`src/rtl/mem_arbiter.sv`:
```
`default_nettype none
// +----------------------------------------------------------------------+
// | mem_arbiter : single-port RAM arbiter for fetch/data with LL/SC link  |
// |               tracking and a stalled-handshake watchdog              |
// | rev 1.0                                                              |
// +----------------------------------------------------------------------+
module mem_arbiter #(
  parameter int MAX_WAIT = 64,
  parameter int WORD_W   = 32
) (
  input  logic              CLK,
  input  logic              RST,
  input  logic              iREN,
  input  logic [WORD_W-1:0] iaddr,
  output logic              iwait,
  output logic [WORD_W-1:0] iload,
  input  logic              dREN,
  input  logic              dWEN,
  input  logic              datomic,
  input  logic [WORD_W-1:0] daddr,
  input  logic [WORD_W-1:0] dstore,
  output logic              dwait,
  output logic [WORD_W-1:0] dload,
  output logic              ramREN,
  output logic              ramWEN,
  output logic [WORD_W-1:0] ramaddr,
  output logic [WORD_W-1:0] ramstore,
  input  logic [WORD_W-1:0] ramload,
  input  logic              ram_ready,
  output logic              err
);

  localparam int             CW        = $clog2(MAX_WAIT);
  localparam logic [CW-1:0]  WCNT_LAST = CW'(MAX_WAIT - 1);
  localparam logic [1:0]     S_IDLE    = 2'd0;
  localparam logic [1:0]     S_DACC    = 2'd1;
  localparam logic [1:0]     S_IACC    = 2'd2;

  logic [1:0]        state_q, state_d;
  logic              last_d_q, last_d_d;
  logic [CW-1:0]     wcnt_q, wcnt_d;
  logic              link_valid_q, link_valid_d;
  logic [WORD_W-1:0] link_addr_q, link_addr_d;

  logic w_is_sc;
  logic w_link_hit;
  logic w_pick_d;
  logic w_sc_ffail;
  logic w_wd_expire;

  assign w_is_sc     = dWEN & datomic;
  assign w_link_hit  = link_valid_q & (link_addr_q == daddr);
  // Data wins unless both ports are pending and data had the last grant.
  assign w_pick_d    = (dREN | dWEN) & ~(iREN & last_d_q);
  assign w_sc_ffail  = (state_q == S_IDLE) & w_pick_d & w_is_sc & ~w_link_hit;
  assign w_wd_expire = (wcnt_q == WCNT_LAST);

  always_ff @(posedge CLK) begin
    if (RST) begin
      state_q      <= S_IDLE;
      last_d_q     <= 1'b0;
      wcnt_q       <= '0;
      link_valid_q <= 1'b0;
      link_addr_q  <= '0;
    end else begin
      state_q      <= state_d;
      last_d_q     <= last_d_d;
      wcnt_q       <= wcnt_d;
      link_valid_q <= link_valid_d;
      link_addr_q  <= link_addr_d;
    end
  end

  always_comb begin
    state_d      = state_q;
    last_d_d     = last_d_q;
    wcnt_d       = wcnt_q;
    link_valid_d = link_valid_q;
    link_addr_d  = link_addr_q;
    case (state_q)
      S_IDLE: begin
        wcnt_d = '0;
        if (w_sc_ffail) begin
          last_d_d = 1'b1;
        end else if (w_pick_d) begin
          state_d = S_DACC;
        end else if (iREN) begin
          state_d = S_IACC;
        end
      end
      S_DACC: begin
        if (ram_ready) begin
          state_d  = S_IDLE;
          last_d_d = 1'b1;
          if (dREN & datomic) begin
            link_valid_d = 1'b1;
            link_addr_d  = daddr;
          end else if (w_is_sc) begin
            link_valid_d = 1'b0;
          end else if (dWEN & (daddr == link_addr_q)) begin
            link_valid_d = 1'b0;
          end
        end else if (w_wd_expire) begin
          state_d = S_IDLE;
        end else begin
          wcnt_d = wcnt_q + CW'(1);
        end
      end
      S_IACC: begin
        if (!iREN) begin
          state_d = S_IDLE;
        end else if (ram_ready) begin
          state_d  = S_IDLE;
          last_d_d = 1'b0;
        end else if (w_wd_expire) begin
          state_d = S_IDLE;
        end else begin
          wcnt_d = wcnt_q + CW'(1);
        end
      end
      default: state_d = S_IDLE;
    endcase
  end

  always_comb begin
    ramREN   = 1'b0;
    ramWEN   = 1'b0;
    ramaddr  = '0;
    ramstore = '0;
    iwait    = 1'b1;
    iload    = '0;
    dwait    = 1'b1;
    dload    = '0;
    err      = 1'b0;
    case (state_q)
      S_IDLE: begin
        // A failing SC completes here without ever reaching the RAM.
        if (w_sc_ffail) dwait = 1'b0;
      end
      S_DACC: begin
        ramREN   = dREN;
        ramWEN   = dWEN;
        ramaddr  = daddr;
        ramstore = dstore;
        if (ram_ready) begin
          dwait = 1'b0;
          dload = w_is_sc ? WORD_W'(1) : ramload;
        end else if (w_wd_expire) begin
          err = 1'b1;
        end
      end
      S_IACC: begin
        if (iREN) begin
          ramREN  = 1'b1;
          ramaddr = iaddr;
          if (ram_ready) begin
            iwait = 1'b0;
            iload = ramload;
          end else if (w_wd_expire) begin
            err = 1'b1;
          end
        end
      end
      default: ;
    endcase
  end

endmodule
`default_nettype wire

```
`config.mk`:
```
export PLATFORM = sky130hd
export DESIGN_NAME = mem_arbiter
export DESIGN_NICKNAME = d
export VERILOG_FILES = /design/src/rtl/mem_arbiter.sv
export SDC_FILE = /design/constraint.sdc
export NUM_CORES = 1
export LEC_CHECK = 0
export CORE_AREA = 2 2 105 107
export CTS_CLUSTER_DIAMETER = 120
export DETAILED_ROUTE_END_ITERATION = 10
export DIE_AREA = 0 0 107 109
export GPL_ROUTABILITY_DRIVEN = 0
export PLACE_DENSITY_LB_ADDON = 0.15
export SYNTH_ARGS = -nofsm -noshare
export SYNTH_HDL_FRONTEND = slang
export SYNTH_SLANG_ARGS = --single-unit
```
`constraint.sdc`:
```
create_clock -name CLK -period 2.3 [get_ports CLK]
set_input_delay 0.345 -clock CLK [delete_from_list [all_inputs] [get_ports CLK]]
set_output_delay 0.345 -clock CLK [all_outputs]
set_load 0.01 [all_outputs]
```
Word level (Yosys, flattened, before mapping)

Cells that the tools add are included.

Register bits after elaboration: 42
Latch bits: 0
Memory bits (writable): 0
Bits in read-only memories: 0
Bits of input ports: 135
Memories: 0

Add/subtract/negate cells: 1
Multiply operators: 0
Divide/modulo/power cells: 0
Order comparisons: 0
Eq/ne operators: 11
Shifts and indexed selects: 0
Multiplexer cells: 40
Bitwise operators: 12
Reduce and logical (&&, ||, !) cells: 8

Operators with widths:

| kind                  | number |
|---|---|
| $mux W32              | 8 |
| $eq A32 B32 Y1        | 2 |
| $pmux W32 S2          | 1 |
| $mux W6               | 3 |
| $pmux W6 S3           | 1 |
| $mux W1               | 16 |
| $mux W2               | 6 |
| $ne A2 B2 Y1 const B  | 5 |
| $and A1 B1 Y1         | 9 |
| $add A6 B1 Y6 const B | 1 |
| $eq A6 B6 Y1 const B  | 1 |
| $pmux W1 S2           | 3 |
| $pmux W2 S3           | 1 |
| $reduce_and A3 Y1     | 2 |
| $reduce_bool A3 Y1    | 2 |
| $reduce_and A5 Y1     | 1 |
| $reduce_and A2 Y1     | 2 |
| $ne A3 B3 Y1 const B  | 1 |
| $pmux W1 S3           | 1 |
| $eq A2 B1 Y1 const B  | 1 |
| $eq A2 B2 Y1 const B  | 1 |
| $logic_not A2 Y1      | 1 |
| $not A1 Y1            | 2 |
| $or A1 B1 Y1          | 1 |

Depth between registers and ports, before layout

Gate-level depths: netlist of run 1.

Word-level depth: 8
Mapped depth: 9

Worst setup path before layout of run 1

No wires, ideal clock.

Kind: reg2out
Start point: register state_q[0]
End point: output port ramaddr[11]
Arrival time: 1.472 ns
Path slack: 0.483 ns
Cell stages (with the launch flop): 9
Cells stage by stage: dfxtp_1 > inv_1 > ha_1 > and2_1 > clkbuf_1 > buf_2 > buf_2 > a22oi_1 > nor2b_1

Longest elaborated chain between the ends: 2
Elaborated cells on any way between the ends: 3
Classes of those cells: eq/ne (2); mux (1)

Ends and longest elaborated chain:

| element                                             | line | text |
|---|---|---|
| from (decl)                                         | 39   | `logic [1:0] state_q, state_d;` |
| from (signal assigned)                              | 66   | `state_q <= state_d;` |
| $eq A2 B2 Y1 / $eq A2 B1 Y1 (equally long branches) | 135  | `case (state_q)` |
| $pmux W32 S2 (*)                                    | 135  |  |
| to (decl)                                           | 26   | `output logic [WORD_W-1:0] ramaddr,` |

Mark *: on every way between the ends. The rest lies on a longest branch, timed or not.

Final worst setup path of run 1

Start point: input port daddr[31]
End point: output port dwait

Longest elaborated chain between the ends: 6

Ends and longest elaborated chain:

| element        | line | text |
|---|---|---|
| from (decl)    | 20   | `input logic [WORD_W-1:0] daddr,` |
| $eq A32 B32 Y1 | 52   | `assign w_link_hit = link_valid_q & (link_addr_q == daddr);` |
| $and A1 B1 Y1  | 52   |  |
| $not A1 Y1     | 55   | `assign w_sc_ffail = (state_q == S_IDLE) & w_pick_d & w_is_sc & ~w_link_hit;` |
| $and A1 B1 Y1  | 55   |  |
| $mux W1        | 138  | `if (w_sc_ffail) dwait = 1'b0;` |
| $pmux W1 S2    | 135  |  |
| to (decl)      | 22   | `output logic dwait,` |

Every way passes these cells.

==> results of run 1 <==
[through the flow]
step	setup WS [ps]	utilization [%]	TNS [ps]	hold WS [ps]
detailed placement	-739	61.1	-9120	458
floorplan	483	-	0	448
global route	-199	62.8	-205	398
CTS	-143	62.8	-1030	469
finish	-79.3	62.8	-79.3	399
global placement	-752	61.1	-6880	454
[logic make-up (layout without fill, tap and decap cells)]
group | count (synthesis) | count (layout) | share of synthesized area (%)
and+or+nand+nor | 254 | 254 | 40.9
AOI/OAI and AO/OA | 87 | 87 | 17.3
DFF | 42 | 42 | 25.4
buffers and inverters | 42 | 347 | 4.91
xor gates and xnor gates | 36 | 36 | 9.52
adders and majority gates | 5 | 5 | 1.89
[timing repair]
action	4_1_cts	5_1_grt
endpoints found under the setup margin	101	34
buffers inserted	7	5
pin swaps	6	12
gates resized for setup	157	91
cloned	4	0
[cell type report]
cell class	instances	area [um2]
flip-flops and latches	42	847
well taps	140	175
clock inverters	2	13.8
inverters	5	18.8
multi-input cells	382	2430
clock buffers	6	72.6
repair buffers	334	3100
fillers	1002	3950
[power by group through the flow]
stage          Sequential, mW  Combinational, mW  Clock [mW]
6_report                0.800               1.98       0.472
5_1_grt                 0.803               2.14       0.510
3_5_place_dp            0.811               1.92           0
2_1_floorplan           0.803              0.874           0
4_1_cts                 0.804               1.93       0.482
3_3_place_gp            0.809               1.89           0
[sequential cells by signal (all words and copies together), names as in the netlist]
register      cells
last_d_q          1
link_addr_q      32
state_q           2
wcnt_q            6
link_valid_q      1
[per-layer routing]
metal	track usage [%]	wire length [um]	part of all wire, %
met1	28.2	6050	41
met2	41.1	7450	50
met3	8.07	1230	8.3
met4	2.50	69	0.47
met5	0	27	0.18
[synth_stat cells (all sizes together), types with 2 or more instances]
master  count
inv         5
nand4       5
nand3       7
clkbuf     32
buf         5
o21ai       5
nor2b      34
a22oi      33
xor2       35
ha          5
nor3        2
nand2      76
a21oi      39
and2       66
nor2       17
o221a       2
and3       33
dfxtp      42
nor4        9
[critical path, cell delays in order]
cell and delay, ps:
clkdlybuf4s50_1 470, xor2_1 170, nor4_1 250, nand4_1 180, nor2_2 200, a21oi_2 90, o21ai_2 170, buf_2 160
[how the worst max path moves through the flow]
stage                     cells past startpoint       startpoint           to  slack [ps]
after floorplan                               8       state_q[0]  ramaddr[11]         480
after global placement                        9        daddr[29]        dwait        -750
after detailed placement                      9        daddr[29]        dwait        -740
after CTS                                     8         daddr[5]        dwait        -140
after global routing                          8  link_addr_q[29]        dwait        -200
final                                         8        daddr[31]        dwait         -80
==> results.toml, run 1 <==
[outcome]
status = "complete, but fails checks"
violations = "setup timing"

[job]
cap_violations = 0

[sta]
hold_viol = 0
maxSlewViolCount = 0
slew_headroom_pct = 67.0
fin_crit_sh_pct = 103
rsz0062_at_grt = "yes"
fmax_ghz = 0.420
fin_skew_ps = 9.25
setup_viol = 1
timing.final.ws_setup_ps = -79.3
period_needed_ps = 2380
tightestPinTransition_ps = 490

[place]
dpl_cell_area_um2 = 6480
placed_cells = 889
post-dp-hpwl_um = 11700
port_buffers = 267

[critical_path]
r2r_start = "link_addr_q[29]"
startpoint_type = "primary input"
cp_max_fo = 3
crit_path_end_kind = "output port"
rr_endpoint = "state_q[1]"
arrival_ps = 2030
critPathRequiredTime_ps = 1960
reg2reg_slack_ps = 150
r2r_cells = 10
path_class = "primary input to output port"

[synth]
avgSynthCellArea_um2 = 7.10
yosysSeqAreaShare_pct = 25.4
async_flop_share_pct = 0
synth_largest_area_cell = "dfxtp_1"
yosysUniqueCellTypes = 37
yosys.area.top_type_share_pct = 25.4
ys_ff_latch = 42
syn_inst = 466
ys.flop_type = "dfxtp_1"
synthTopCellsByArea = "dfxtp_1 (25%), and2_1 (12%), xor2_1 (9.3%)"
syn_area_um2 = 3310
synth_nets = 606
yosys_warnings = 0
synth-edff-count = 0

[power]
p_comb_share_pct = 60.9
seq_power_share_pct = 24.6
switching_share_pct = 36.2
p_clk_share_pct = 14.5
max-vdd-ir-drop_mv = 0.320
power.internal_mw = 2.07
power_density_nw_per_um2 = 488
p_leak_nw = 3.17
report.power.total_mw = 3.25
p_sw_mw = 1.17

[floorplanning]
start_util_pct = 31.2
core_area_um2 = 10600
top_level_ports = 268
rows = 38
die_h_um = 109
dieArea_um2 = 11700
fp.dieW_um = 107

[grt]
grt_start_max_net_pins = 52
antenna_found_initial = 2
overflow = 0
grt_pass1_vias = 4033
grt_pass1_wl_um = 21400
grtUsageTotal_pct = 23.2

[cts]
clk_latency_ps = 290
clock-sinks = 42
cts_tree = "yes"
path_clk_slew_ps = 80
ctsRootBufferMaster = "clkbuf_8"
hold_buffers = 0
cts_made_buffers = 5
h-tree-depth = 2
max-clock-path-buffers = 2

[drt]
first_pass_iters = 4
ant_nets = 0
wl_per_cell_um = 16.3
vias_per_cell = 4.81
vias = 4386
routed_wl_um = 14800
drt-initial-drc-count = 288
drc = 0

[worst_hold_path]
holdPathStages = 3
min-delay-start = "daddr[22]"
whs_endpoint = "link_addr_q[22]"
min-delay-path-class = "primary input to flop"

[cells_and_area]
diodes = 0
syn_to_final_growth_pct = 101
fin_cells = 911
most-common-layout-cells = "clkdlybuf4s50_1 (151), nand2_1 (75), and2_1 (64)"
nets = 910
drive_above_1_share_pct = 18.8
final_area_um2 = 6660
final_common_cell = "clkdlybuf4s50_1"
Note: power is estimated with default switching activity, not from simulation.
==> run 2, diff against run 1 <==
==> constraint.sdc (replaced) <==
create_clock -name CLK -period 2.5 [get_ports CLK]
set_input_delay 0.375 -clock CLK [delete_from_list [all_inputs] [get_ports CLK]]
set_output_delay 0.375 -clock CLK [all_outputs]
set_load 0.01 [all_outputs]
==> run 2 against run 1 <==
Net effect: the flow now finishes without violations; die area unchanged; sequential share of layout area down 0.13 points; clock power decreased by 8.1%; clock skew down 2.6 ps; sequential power decreased by 7.7%; cell count decreased by 1.4%; power is 11% lower; critical endpoint unchanged.
==> results.toml, run 2 (synthesized netlist as in run 1, its figures left out) <==
[outcome]
status = "completed"

[job]
cap_violations = 0

[sta]
fmax_ghz = 0.404
tightestPinTransition_ps = 444
rsz0062_at_grt = "yes"
period_needed_ps = 2480
fin_skew_ps = 6.65
fin_crit_sh_pct = 99.0
fin_tns_setup_ps = 0
hold_viol = 0
timing.final.ws_setup_ps = 24.0
setup_viol = 0
maxSlewViolCount = 0
slew_headroom_pct = 70.1
holdWs_ps = 469

[place]
placed_cells = 885
place_ws_ps = -559
post-dp-hpwl_um = 11800
dpl_cell_area_um2 = 6430
port_buffers = 267

[cells_and_area]
utilization_pct = 63.2
largest_register_ffs = 32
nets = 897
syn_to_final_growth_pct = 102
most-common-layout-cells = "clkdlybuf4s50_1 (185), nand2_1 (76), and2_1 (64)"
fin_cells = 898
reg_top3 = "link_addr_q x32, wcnt_q x6, state_q x2"
top_register = "link_addr_q"
final_area_um2 = 6700
drive_above_1_share_pct = 10.9
final_common_cell = "clkdlybuf4s50_1"
diodes = 0

[cts]
h-tree-depth = 2
ctsRootBufferMaster = "clkbuf_8"
cts_made_buffers = 5
hold_buffers = 0
clock-sinks = 42
max-clock-path-buffers = 2
cts_tree = "yes"
path_clk_slew_ps = 80
clk_latency_ps = 300

[critical_path]
cp_cell_sequence = "clkdlybuf4s50_1 > xor2_1 > nor4_2 > nand4_1 > nor2_2 > a21oi_2 > o21ai_2 > buf_2"
r2r_cells = 7
r2r_start = "state_q[0]"
slowest_delay_ps = 460
arrival_ps = 2100
worstSetupEndpoint = "dwait"
cp_max_fo = 3
crit_family = "simple AND/OR/NAND/NOR gates"
path_class = "primary input to output port"
rr_endpoint = "last_d_q"
startpoint_type = "primary input"
cp_num_cells = 8
critPathRequiredTime_ps = 2120
path_buf_inv = 2
crit_slowest_cell = "clkdlybuf4s50_1"
startpoint = "daddr[21]"
reg2reg_slack_ps = 620
crit_path_end_kind = "output port"

[floorplanning]
rows = 38
core_area_um2 = 10600
top_level_ports = 268
start_util_pct = 31.2
dieArea_um2 = 11700
fp.dieW_um = 107
die_h_um = 109

[power]
p_leak_nw = 3.48
max-vdd-ir-drop_mv = 0.393
report.power.total_mw = 2.90
power_density_nw_per_um2 = 433

[grt]
antenna_found_initial = 2
grt_pass1_vias = 3999
grt_pass1_wl_um = 21600
overflow = 0
grt_start_max_net_pins = 53
grtUsageTotal_pct = 23.4

[drt]
ant_nets = 0
vias_per_cell = 4.83
wl_per_cell_um = 16.4
vias = 4335
routed_wl_um = 14700
first_pass_iters = 5
drt-initial-drc-count = 255
drc = 0

[worst_hold_path]
min-delay-path-class = "flop to flop"
## run 2: area by class of cell
| type | instances | area, um2 |
|---|---|---|
| clock buffer | 6 | 72.6 |
| sequential | 42 | 845 |
| tap | 140 | 175 |
| clock inverter | 2 | 13.8 |
| fill | 971 | 3900 |
| multi-input combinational | 382 | 2390 |
| inverter | 5 | 18.8 |
| timing repair buffer | 321 | 3190 |
## run 2: repair_timing
item	CTS	global route
endpoints found under the setup margin	84	58
buffers inserted	1	2
pin swaps	7	2
gates cloned	2	0
resized for setup	64	44
## run 2: how the worst min path moves through the flow
stage | from | depth (start not counted) | slack [ps] | end
finish | link_addr_q[26] | 2 | 470 | link_addr_q[26]
global route | link_addr_q[21] | 2 | 490 | link_addr_q[21]
CTS | link_addr_q[2] | 2 | 470 | link_addr_q[2]
detailed placement | link_addr_q[2] | 2 | 460 | link_addr_q[2]
global placement | link_addr_q[0] | 2 | 450 | link_addr_q[0]
floorplan | link_addr_q[0] | 2 | 450 | link_addr_q[0]
## run 2: report_power, final
group	total, mW	switching, mW	leakage, nW	internal (mW)
clock	0.434	0.236	0.0452	0.197
sequential	0.738	0.0321	0.340	0.706
combinational	1.73	0.780	3.09	0.950
## run 2: metal layers
metal	GRT usage, %	routed length [um]
met1	30.4	6050
met2	39.2	7230
met3	7.35	1270
met4	3.34	136
met5	0	27
## run 2: worst reg2reg max path, delay by kind of cell (launching register included)
family | cells | cell delay (ps)
and+or+nand+nor | 3 | 750
adders and majority gates | 1 | 240
AOI/OAI and AO/OA | 1 | 210
DFF | 1 | 360
buffers and inverters | 2 | 260
